<file path="src/rtl/register_file_pkg.sv">
// register_file_pkg
//   Shared definitions for the multi-port register file: the clear/run state
//   encoding, default parameter values and the register-0 suppression rule.
//   No ports (package).
package register_file_pkg;

    typedef enum logic [0:0] {
        CLEAR = 1'b0,
        RUN   = 1'b1
    } rf_state_e;

    localparam int DEFAULT_XLEN           = 32;
    localparam int DEFAULT_REGS           = 32;
    localparam int DEFAULT_READ_PORTS     = 2;
    localparam int DEFAULT_HARDWIRED_ZERO = 1;

    // True when a write/reserve/read of addr acts on real storage; register 0
    // is a constant zero when the hardwired-zero option is enabled.
    function automatic logic regIndexValid(input logic [31:0] addr, input logic hardwiredZero);
        return !(hardwiredZero && (addr == 32'd0));
    endfunction

endpackage

</file>
<file path="src/rtl/register_file_multiport_if.sv">
// register_file_multiport_if
//   Bus between the pipeline (decode/writeback, master side) and the register
//   file (slave side).
//   ready          : file has finished its post-reset clear
//   rsAddress/rs/rsPending : packed read ports (port i at [i*AW +: AW] / [i*XLEN +: XLEN])
//   rdAddress/rd/writeEnable : single write port
//   reserveAddress/reserveEnable : scoreboard reserve
//   debugAddress/debugOutput : storage observation tap
interface register_file_multiport_if
    import register_file_pkg::*;
#(
    parameter int XLEN       = DEFAULT_XLEN,
    parameter int REGS       = DEFAULT_REGS,
    parameter int READ_PORTS = DEFAULT_READ_PORTS
);
    localparam int AW = $clog2(REGS);

    logic                         ready;
    logic [READ_PORTS*AW-1:0]     rsAddress;
    logic [READ_PORTS*XLEN-1:0]   rs;
    logic [READ_PORTS-1:0]        rsPending;
    logic [AW-1:0]                rdAddress;
    logic [XLEN-1:0]              rd;
    logic                         writeEnable;
    logic [AW-1:0]                reserveAddress;
    logic                         reserveEnable;
    logic [AW-1:0]                debugAddress;
    logic [XLEN-1:0]              debugOutput;

    modport master (
        input  ready, rs, rsPending, debugOutput,
        output rsAddress, rdAddress, rd, writeEnable, reserveAddress, reserveEnable, debugAddress
    );

    modport slave (
        output ready, rs, rsPending, debugOutput,
        input  rsAddress, rdAddress, rd, writeEnable, reserveAddress, reserveEnable, debugAddress
    );

endinterface

</file>
<file path="src/rtl/register_scoreboard.sv">
// register_scoreboard
//   One pending bit per register. A reserve marks a register as awaiting a
//   producer; a write retires it. When both hit the same register in one
//   cycle the reserve wins, since it belongs to a newer producer.
//   clock, reset (sync, active-low, clears every bit in one cycle)
//   writeAddress/writeEnable     : retire request (already gated by caller)
//   reserveAddress/reserveEnable : reserve request (already gated by caller)
//   pending                      : current pending vector
module register_scoreboard
    import register_file_pkg::*;
#(
    parameter int REGS           = DEFAULT_REGS,
    parameter int HARDWIRED_ZERO = DEFAULT_HARDWIRED_ZERO
)(
    input  logic                      clock,
    input  logic                      reset,
    input  logic [$clog2(REGS)-1:0]   writeAddress,
    input  logic                      writeEnable,
    input  logic [$clog2(REGS)-1:0]   reserveAddress,
    input  logic                      reserveEnable,
    output logic [REGS-1:0]           pending
);
    localparam int   AW     = $clog2(REGS);
    localparam logic HZ_BIT = (HARDWIRED_ZERO != 0);

    logic [REGS-1:0] pending_r;
    logic [REGS-1:0] pending_next_s;
    logic            write_ok_s;
    logic            reserve_ok_s;

    assign write_ok_s   = writeEnable   && regIndexValid(32'(writeAddress), HZ_BIT);
    assign reserve_ok_s = reserveEnable && regIndexValid(32'(reserveAddress), HZ_BIT);

    // Next pending vector: reserve beats write on the same register.
    always_comb begin
        pending_next_s = pending_r;
        for (int i = 0; i < REGS; i++) begin
            if (reserve_ok_s && (reserveAddress == AW'(i))) begin
                pending_next_s[i] = 1'b1;
            end else if (write_ok_s && (writeAddress == AW'(i))) begin
                pending_next_s[i] = 1'b0;
            end else begin
                pending_next_s[i] = pending_r[i];
            end
        end
    end

    // Pending bit register with synchronous clear.
    always_ff @(posedge clock) begin
        if (!reset) begin
            pending_r <= '0;
        end else begin
            pending_r <= pending_next_s;
        end
    end

    assign pending = pending_r;

endmodule

</file>
<file path="src/rtl/register_file_multiport.sv">
// register_file_multiport
//   Parametrised multi-read-port register file with same-cycle write
//   forwarding, a pending-write scoreboard and a sequential post-reset clear.
//   Storage carries no reset so it can map onto RAM; instead a counter walks
//   every register writing zero after reset, and ready rises REGS cycles
//   after reset deasserts.
//   clock : rising-edge clock
//   reset : synchronous, active-low
//   bus   : slave side of register_file_multiport_if (read/write/reserve/debug)
module register_file_multiport
    import register_file_pkg::*;
#(
    parameter int XLEN           = DEFAULT_XLEN,
    parameter int REGS           = DEFAULT_REGS,
    parameter int READ_PORTS     = DEFAULT_READ_PORTS,
    parameter int HARDWIRED_ZERO = DEFAULT_HARDWIRED_ZERO
)(
    input  logic                     clock,
    input  logic                     reset,
    register_file_multiport_if.slave bus
);
    localparam int   AW     = $clog2(REGS);
    localparam logic HZ_BIT = (HARDWIRED_ZERO != 0);

    rf_state_e                   state_r;
    rf_state_e                   state_next_s;
    logic [AW-1:0]               clear_index_r;
    logic [AW-1:0]               clear_index_next_s;
    logic                        clear_write_s;
    logic [XLEN-1:0]             storage_r [REGS];
    logic                        run_s;
    logic                        write_eff_s;
    logic                        reserve_eff_s;
    logic [REGS-1:0]             pending_s;
    logic [AW-1:0]               port_addr_s [READ_PORTS];
    logic [READ_PORTS*XLEN-1:0]  rs_s;
    logic [READ_PORTS-1:0]       rs_pending_s;
    logic [XLEN-1:0]             debug_s;

    // Outputs and updates are live only in RUN with reset released, so a
    // reset asserted mid-run silences reads and drops writes that same cycle.
    assign run_s         = reset && (state_r == RUN);
    assign write_eff_s   = run_s && bus.writeEnable && regIndexValid(32'(bus.rdAddress), HZ_BIT);
    assign reserve_eff_s = run_s && bus.reserveEnable;

    // Clear/run state and clear counter register.
    always_ff @(posedge clock) begin
        if (!reset) begin
            state_r       <= CLEAR;
            clear_index_r <= '0;
        end else begin
            state_r       <= state_next_s;
            clear_index_r <= clear_index_next_s;
        end
    end

    // Clear FSM next-state: zero one register per cycle, then run forever.
    always_comb begin
        state_next_s       = state_r;
        clear_index_next_s = clear_index_r;
        clear_write_s      = 1'b0;
        case (state_r)
            CLEAR: begin
                clear_write_s      = 1'b1;
                clear_index_next_s = clear_index_r + AW'(1);
                if (clear_index_r == AW'(REGS - 1)) begin
                    state_next_s = RUN;
                end else begin
                    state_next_s = CLEAR;
                end
            end
            RUN: begin
                state_next_s = RUN;
            end
            default: begin
                state_next_s       = CLEAR;
                clear_index_next_s = '0;
            end
        endcase
    end

    // Reset-free storage: written only by the clear walker or the write port.
    always_ff @(posedge clock) begin
        if (reset && clear_write_s) begin
            storage_r[clear_index_r] <= '0;
        end else if (write_eff_s) begin
            storage_r[bus.rdAddress] <= bus.rd;
        end
    end

    register_scoreboard #(
        .REGS           (REGS),
        .HARDWIRED_ZERO (HARDWIRED_ZERO)
    ) u_scoreboard (
        .clock          (clock),
        .reset          (reset),
        .writeAddress   (bus.rdAddress),
        .writeEnable    (write_eff_s),
        .reserveAddress (bus.reserveAddress),
        .reserveEnable  (reserve_eff_s),
        .pending        (pending_s)
    );

    // Read ports: constant zero for x0, forwarded write data on an address
    // match, otherwise storage plus its pending bit.
    always_comb begin
        rs_s         = '0;
        rs_pending_s = '0;
        for (int i = 0; i < READ_PORTS; i++) begin
            port_addr_s[i] = bus.rsAddress[i*AW +: AW];
            if (!run_s) begin
                rs_s[i*XLEN +: XLEN] = '0;
                rs_pending_s[i]      = 1'b0;
            end else if (!regIndexValid(32'(port_addr_s[i]), HZ_BIT)) begin
                rs_s[i*XLEN +: XLEN] = '0;
                rs_pending_s[i]      = 1'b0;
            end else if (write_eff_s && (port_addr_s[i] == bus.rdAddress)) begin
                rs_s[i*XLEN +: XLEN] = bus.rd;
                rs_pending_s[i]      = 1'b0;
            end else begin
                rs_s[i*XLEN +: XLEN] = storage_r[port_addr_s[i]];
                rs_pending_s[i]      = pending_s[port_addr_s[i]];
            end
        end
    end

    // Debug tap shows raw storage, never forwarded data.
    always_comb begin
        if (run_s) begin
            debug_s = storage_r[bus.debugAddress];
        end else begin
            debug_s = '0;
        end
    end

    assign bus.ready       = run_s;
    assign bus.rs          = rs_s;
    assign bus.rsPending   = rs_pending_s;
    assign bus.debugOutput = debug_s;

endmodule

</file>
<file path="src/flat_wrapper.sv">
// flat-port wrapper written by rule: the top's interface ports become plain ports
module register_file_multiport_flat import register_file_pkg::*;
#(
    parameter int XLEN           = DEFAULT_XLEN,
    parameter int REGS           = DEFAULT_REGS,
    parameter int READ_PORTS     = DEFAULT_READ_PORTS,
    parameter int HARDWIRED_ZERO = DEFAULT_HARDWIRED_ZERO
)
  (clock, reset, bus_ready, bus_rs, bus_rsPending, bus_debugOutput, bus_rsAddress, bus_rdAddress, bus_rd, bus_writeEnable, bus_reserveAddress, bus_reserveEnable, bus_debugAddress);
  register_file_multiport_if #(.XLEN(XLEN), .REGS(REGS), .READ_PORTS(READ_PORTS)) bus_i ();
  input  logic clock;
  input  logic reset;
  output wire logic [$bits(bus_i.ready)-1:0] bus_ready;
  output wire logic [$bits(bus_i.rs)-1:0] bus_rs;
  output wire logic [$bits(bus_i.rsPending)-1:0] bus_rsPending;
  output wire logic [$bits(bus_i.debugOutput)-1:0] bus_debugOutput;
  input wire logic [$bits(bus_i.rsAddress)-1:0] bus_rsAddress;
  input wire logic [$bits(bus_i.rdAddress)-1:0] bus_rdAddress;
  input wire logic [$bits(bus_i.rd)-1:0] bus_rd;
  input wire logic [$bits(bus_i.writeEnable)-1:0] bus_writeEnable;
  input wire logic [$bits(bus_i.reserveAddress)-1:0] bus_reserveAddress;
  input wire logic [$bits(bus_i.reserveEnable)-1:0] bus_reserveEnable;
  input wire logic [$bits(bus_i.debugAddress)-1:0] bus_debugAddress;
  assign bus_ready = bus_i.ready;
  assign bus_rs = bus_i.rs;
  assign bus_rsPending = bus_i.rsPending;
  assign bus_debugOutput = bus_i.debugOutput;
  assign bus_i.rsAddress = bus_rsAddress;
  assign bus_i.rdAddress = bus_rdAddress;
  assign bus_i.rd = bus_rd;
  assign bus_i.writeEnable = bus_writeEnable;
  assign bus_i.reserveAddress = bus_reserveAddress;
  assign bus_i.reserveEnable = bus_reserveEnable;
  assign bus_i.debugAddress = bus_debugAddress;
  register_file_multiport #(.XLEN(XLEN), .REGS(REGS), .READ_PORTS(READ_PORTS), .HARDWIRED_ZERO(HARDWIRED_ZERO)) u_core (.clock(clock), .reset(reset), .bus(bus_i));
endmodule
</file>
<file path="config.mk">
export PLATFORM = sky130hd
export DESIGN_NAME = register_file_multiport_flat
export DESIGN_NICKNAME = d
export VERILOG_FILES = /design/src/rtl/register_file_pkg.sv /design/src/rtl/register_file_multiport_if.sv /design/src/rtl/register_scoreboard.sv /design/src/rtl/register_file_multiport.sv /design/src/flat_wrapper.sv
export SDC_FILE = /design/constraint.sdc
export NUM_CORES = 2
export LEC_CHECK = 0
export BUFFER_PORTS_ARGS = -buffer_cell sky130_fd_sc_hd__buf_2
export CAP_MARGIN = 10
export CORE_AREA = 2 2 342 344
export DETAILED_ROUTE_END_ITERATION = 10
export DIE_AREA = 0 0 344 346
export PLACE_DENSITY = 0.67
export SYNTH_ARGS = -nofsm -noshare
export SYNTH_HDL_FRONTEND = slang
export SYNTH_SLANG_ARGS = --single-unit
</file>
<file path="constraint.sdc">
create_clock -name clock -period 4.8 [get_ports clock]
set_input_delay 0.96 -clock clock [delete_from_list [all_inputs] [get_ports clock]]
set_output_delay 0.96 -clock clock [all_outputs]
set_load 0.01 [all_outputs]
</file>
; ---- Word level (Yosys, flattened, before mapping)
; Memories as Yosys holds them, arrays and structs flattened.
; Index checks and enable logic that the tools add are counted.
; Widths: inputs -> output; s select.
[op_classes]
addsub = 1
n_reduce_logical = 112
bitwise_logic = 1
mux = 92
magnitude_cmp = 2
eq_ne = 65
[ops]
columns = cell, count
row1 = $mux 32, 8
row2 = $eq 5x5->1 const B, 33
row3 = $eq 5x4->1 const B, 16
row4 = $mux 1, 80
row5 = $logic_and 1x1->1, 73
row6 = $reduce_bool 2->1, 32
row7 = $eq 5x3->1 const B, 8
row8 = $reduce_or 32->1, 1
row9 = $eq 5x2->1 const B, 4
row10 = $logic_not 5->1, 4
row11 = $lt 5x6->1 const B, 2
row12 = $bmux 1 s5, 2
row13 = $eq 5x1->1 const B, 2
row14 = $eq 5x5->1, 2
row15 = $add 5x1->5 const B, 1
row16 = $mux 5, 1
row17 = $logic_not 1->1, 2
row18 = $pmux 1 s2, 1
row19 = $not 1->1, 1
[totals]
elab_cells = 308
output_inout_bits = 99
ff_bits = 38
in_bits = 61
memories = 1
mem_bits_rw = 1024
[mem_list]
columns = name, words, width, rd, rd_ports_with_merged_regs, wr, line
row1 = u_core.storage_r, 32, 32, 3, 0, 1, register_file_multiport.sv:30  ; logic [XLEN-1:0] storage_r [REGS];

; ---- Depth between registers and ports, before layout
[logic_depth]
depth_word = 8
depth_mapped = 10
ltp_nobuf = 5

; ---- Hierarchy
; Synthesis repeated with hierarchy kept, for this count alone.
[hier_totals]
hier_cells = 3151
area_unflattened_um2 = 58207.1
[by_module_without_submodules]
columns = module, instances, seq_area_each_um2, area_per_inst_um2, cells_each
row1 = register_file_multiport, 1, 30869.6, 56804.5, 3003
row2 = register_scoreboard, 1, 640.6, 1402.6, 148

; ---- Worst setup path before layout
; No wires, ideal clock.
[synth_path]
kind = input port to flip-flop
from = in bus_rdAddress[4]
to = mem u_core.storage_r[25][0] (netlist bit), enable pin
path_slack_ns = 0.768
arrival_ns = 3.611
n_path_buf = 1
setup_time_ns = 0.421
t_required_ns = 4.379
cell_stages = 6
path_cell_list = buf_2 or3_1 o211ai_4 mux2i_1 nand2_1 nor2_1
[synth_via]
elab_chain_len = 8
elab_cells_between_ends = 9
cone_classes = mux: 5 / reduce/logical: 4
[synth_lines]
columns = element, line
row1 = from (decl), flat_wrapper.sv:18  ; input wire logic [$bits(bus_i.rdAddress)-1:0] bus_rdAddress;
row2 = $logic_not 5->1, register_file_pkg.sv:20  ; return !(hardwiredZero && (addr == 32'd0));
row3 = $logic_not 1->1, register_file_pkg.sv:20
row4 = $logic_and 1x1->1, register_file_multiport.sv:43  ; assign write_eff_s = run_s && bus.writeEnable && regIndexValid(32'(bus.rdAddress), HZ_BIT);
row5 = $mux 1, register_file_multiport.sv:86  ; end else if (write_eff_s) begin
row6 = $mux 1, register_file_multiport.sv:84  ; if (reset && clear_write_s) begin
row7 = $mux 1 (not written as such), register_file_multiport.sv:87  ; storage_r[bus.rdAddress] <= bus.rd;
row8 = $reduce_or 32->1 (no line), --
row9 = $mux 5 (no line) / $mux 1 (equally long branches), --
row10 = to (decl), register_file_multiport.sv:30
; Parallel ways exist; a longest one is shown, timed or not.

; ---- Worst setup path after layout
[layout_path]
from = in bus_rsAddress[5]
to = out bus_rs[50]
[layout_via]
elab_chain_len = 5
elab_cells_between_ends = 7
cone_classes = eq/ne: 1 / mux: 3 / reduce/logical: 2 / memory: 1
[layout_lines]
columns = element, line
row1 = from (decl), flat_wrapper.sv:17  ; input wire logic [$bits(bus_i.rsAddress)-1:0] bus_rsAddress;
row2 = "parallel branches: the longest is 3 deep, another holds $mem_v2 32x32", --
row3 = $mux 32 *, register_file_multiport.sv:114  ; end else if (!regIndexValid(32'(port_addr_s[i]), HZ_BIT)) begin
row4 = $mux 32 *, register_file_multiport.sv:111  ; if (!run_s) begin
row5 = to (decl), flat_wrapper.sv:14  ; output wire logic [$bits(bus_i.rs)-1:0] bus_rs;
; Every way passes the cells marked *.

==> run_results.csv <==
group,metric,value,unit
run_status,run_status,"completed",
synthesis,syn-instance-count,3385,
drt,drc,0,
drt,drt_iter0_markers,6969,
power,static_leak,22.4,nW
synthesis,post_synth_arst_share,0,%
synthesis,postSynth.topFlopCell,"sky130_fd_sc_hd__edfxtp_1",
power,internal_cell_power,16.2,mW
clock_tree,cts_tree,"yes",
power,seq_power_share,47.7,%
timing,fin_hold_ws,500,ps
timing,grt_setup_unrepaired,"no",
clock_tree,cts.sinks,1062,
global_route,grt_first_pass_wirelength,298000,µm
synthesis,synth.cell_area,58600,µm²
final_layout,fill_cells,8585,
timing,postLayoutSetupSlackWorst,359,ps
final_layout,utilization,57.7,%
drt,first_pass_iters,5,
placement,gp_congestion,0.913,
final_layout,mostFrequentLayoutCells,"sky130_fd_sc_hd__edfxtp_1 (1024), sky130_fd_sc_hd__mux4_2 (724), sky130_fd_sc_hd__mux2i_1 (295)",
power,cellPowerDensity,318,nW/µm²
placement,port_buffers,159,
die,core_area,115000,µm²
drt,route.antenna.remaining_nets,0,
timing,timing.setup.tns,0,ps
timing,finalHoldViolCount,0,
synthesis,synth.top_cell.area_share,52.5,%
drt,routedWlPerCell,40.6,µm
clock_tree,post_cts_resized,0,
synthesis,synth-edff-count,1024,
die,floorplan.initialDensity,50.7,%
setup_path,setup.worst_path.start_class,"primary input",
die,die_w,344,µm
die,area_of_the_die,119000,µm²
synthesis,mappedNetlistNets,3448,
synthesis,post_synth_num_cell_types,60,
job,number_of_max_cap_violations,0,
power,vdd_ir_drop_max,0.000296,V
clock_tree,clkSlewWorstSetupHoldPaths,60,ps
timing,share_of_the_clock_period_used_by_the_worst_path,92.5,%
power,power_switching_share,23.6,%
power,clkPwrFrac,43.0,%
global_route,number_of_global_route_vias_before_repair,40300,
synthesis,post_synth.cell_area_avg,17.3,µm²
clock_tree,postCtsSetupRepairBufs,0,
power,p_sw,5.01,mW
clock_tree,clock_tree.buffer_depth,3,
timing,worst_clock_skew,20.1,ps
synthesis,synth_top_area_cell,"sky130_fd_sc_hd__edfxtp_1",
drt,routed_wirelength,210000,µm
synthesis,yosys_register_bits,1062,
final_layout,drive_above_1_share,36.6,%
drt,post_dr_vias_cell,7.80,
clock_tree,cts-hold-fix-buffers,0,
timing,period_needed,4440,ps
synthesis,synth_area_leaders,"sky130_fd_sc_hd__edfxtp_1 (53%), sky130_fd_sc_hd__mux4_2 (28%), sky130_fd_sc_hd__mux2i_1 (5.0%)",
setup_path,timing.critical_path.fanout_max,29,
die,fp.dieH,346,µm
clock_tree,clock_latency,720,ps
final_layout,mostFrequentLayoutCell,"sky130_fd_sc_hd__edfxtp_1",
drt,detailroute.via_count,40400,
timing,worst-slew-pin-transition,1230,ps
placement,place_ws,229,ps
setup_path,end_kind,"output pin",
clock_tree,htree_levels,3,
power,power.combinational.fraction,9.4,%
setup_path,timing_worst_setup_path_type,"in -> out",
die,row_count,125,
setup_path,crit_path_dat,3480,ps
global_route,grt_overflow_total,0,
clock_tree,cts_made_buffers,113,
die,pin_count,160,
final_layout,synthToLayoutAreaGrowth,13.7,%
timing,fmaxAchievable,225,MHz
setup_path,cp_data_required_time,3840,ps
global_route,grt_antenna_before_repair,3,
final_layout,final_nets,3615,
global_route,grt_start_max_net_pins,84,
timing,worst_slew_margin,17.9,%
clock_tree,clock-root-buffer,"sky130_fd_sc_hd__clkbuf_16",
synthesis,seq_area_frac_synth,53.8,%
placement,final_hpwl_dp,124000,µm
timing,final-max-slew-violation-count,0,
timing,timing.final.setup_violations,0,
hold_path,timing.hold.worst.class,"reg -> reg",
global_route,total_grt_usage,35.4,%
synthesis,yosys_warnings,0,
metal layers:
layer | vias to the layer above | track usage (%) | share of wire [%]
li1 | 15000 | - | -
met1 | 20900 | 47.5 | 34
met2 | 3644 | 53.3 | 46
met4 | 0 | 19.3 | 6.4
met5 | - | 0 | 0
met3 | 785 | 8.95 | 14
worst paths after layout:
| path | startpoint | endpoint | slack, ps | depth (start not counted) |
|---|---|---|---|---|
| max | bus_rsAddress[5] | bus_rs[50] | 360 | 8 |
| min | u_core.u_scoreboard.pending[3]$_SDFFE_PN0P_ | u_core.u_scoreboard.pending[3]$_SDFFE_PN0P_ | 500 | 2 |
| max reg2reg | u_core.state_r$_SDFF_PN0_ | u_core.storage_r[19][10]$_DFFE_PP_ | 1410 | 5 |
| min reg2reg | u_core.u_scoreboard.pending[3]$_SDFFE_PN0P_ | u_core.u_scoreboard.pending[3]$_SDFFE_PN0P_ | 500 | 2 |
critical path, stage by stage:
cell and delay [ps]:
sky130_fd_sc_hd__buf_8 370, sky130_fd_sc_hd__buf_4 430, sky130_fd_sc_hd__mux4_2 560, sky130_fd_sc_hd__and2_1 170, sky130_fd_sc_hd__a211oi_1 290, sky130_fd_sc_hd__a211oi_1 110, sky130_fd_sc_hd__a211o_1 380, sky130_fd_sc_hd__buf_2 180
sequential cells by signal, indices dropped and copies added, names as in the netlist:
register                     cells
u_core.clear_index_r             5
u_core.u_scoreboard.pending     32
u_core.state_r                   1
u_core.storage_r              1024
cell families after synthesis:
group / share of synthesized area [%]
fa+ha+maj: 0.0427
simple gates: 3.22
mux: 32.9
compound gates: 6.99
xor+xnor: 0.194
buf+inv: 2.81
flops: 53.8
cells in the mapped netlist (all sizes together), types with 36 or more instances:
master and instances:
nor2 43, mux4 724, a22oi 47, clkbuf 153, and2 73, nand2 90
nand3 71, mux2i 295, a211oi 106, dfxtp 38, nor2b 39, a21oi 62
o21ai 86, o221ai 92, inv 36, edfxtp 1024, buf 172
stage by stage:
step           std cells  power (mW)  instance area [µm²]
6_report            5176        21.2                66600
3_5_place_dp        4960        12.2                62700
3_3_place_gp        4960        12.2                62700
2_1_floorplan       3385        11.5                58600
5_1_grt             5173        21.6                66600
4_1_cts             5172        21.2                66600
power groups by stage:
stage,Clock [mW],Combinational [mW],Sequential [mW]
2_1_floorplan,0,1.24,10.3
3_3_place_gp,0,1.92,10.3
3_5_place_dp,0,1.94,10.3
4_1_cts,9.14,1.94,10.1
5_1_grt,9.51,2.04,10.1
6_report,9.11,1.98,10.1
cell type report:
class	instances	area [µm²]	area share (%)
Antenna cell	3	7.51	0.0113
Clock buffer	127	2920	4.39
Clock inverter	85	906	1.36
Inverter	36	138	0.207
Multi-Input combinational cell	1962	25700	38.6
Sequential cell	1062	31500	47.3
Tap cell	1524	1910	2.86
Timing Repair Buffer	377	3460	5.20
Power figures use the tool's default switching activity.
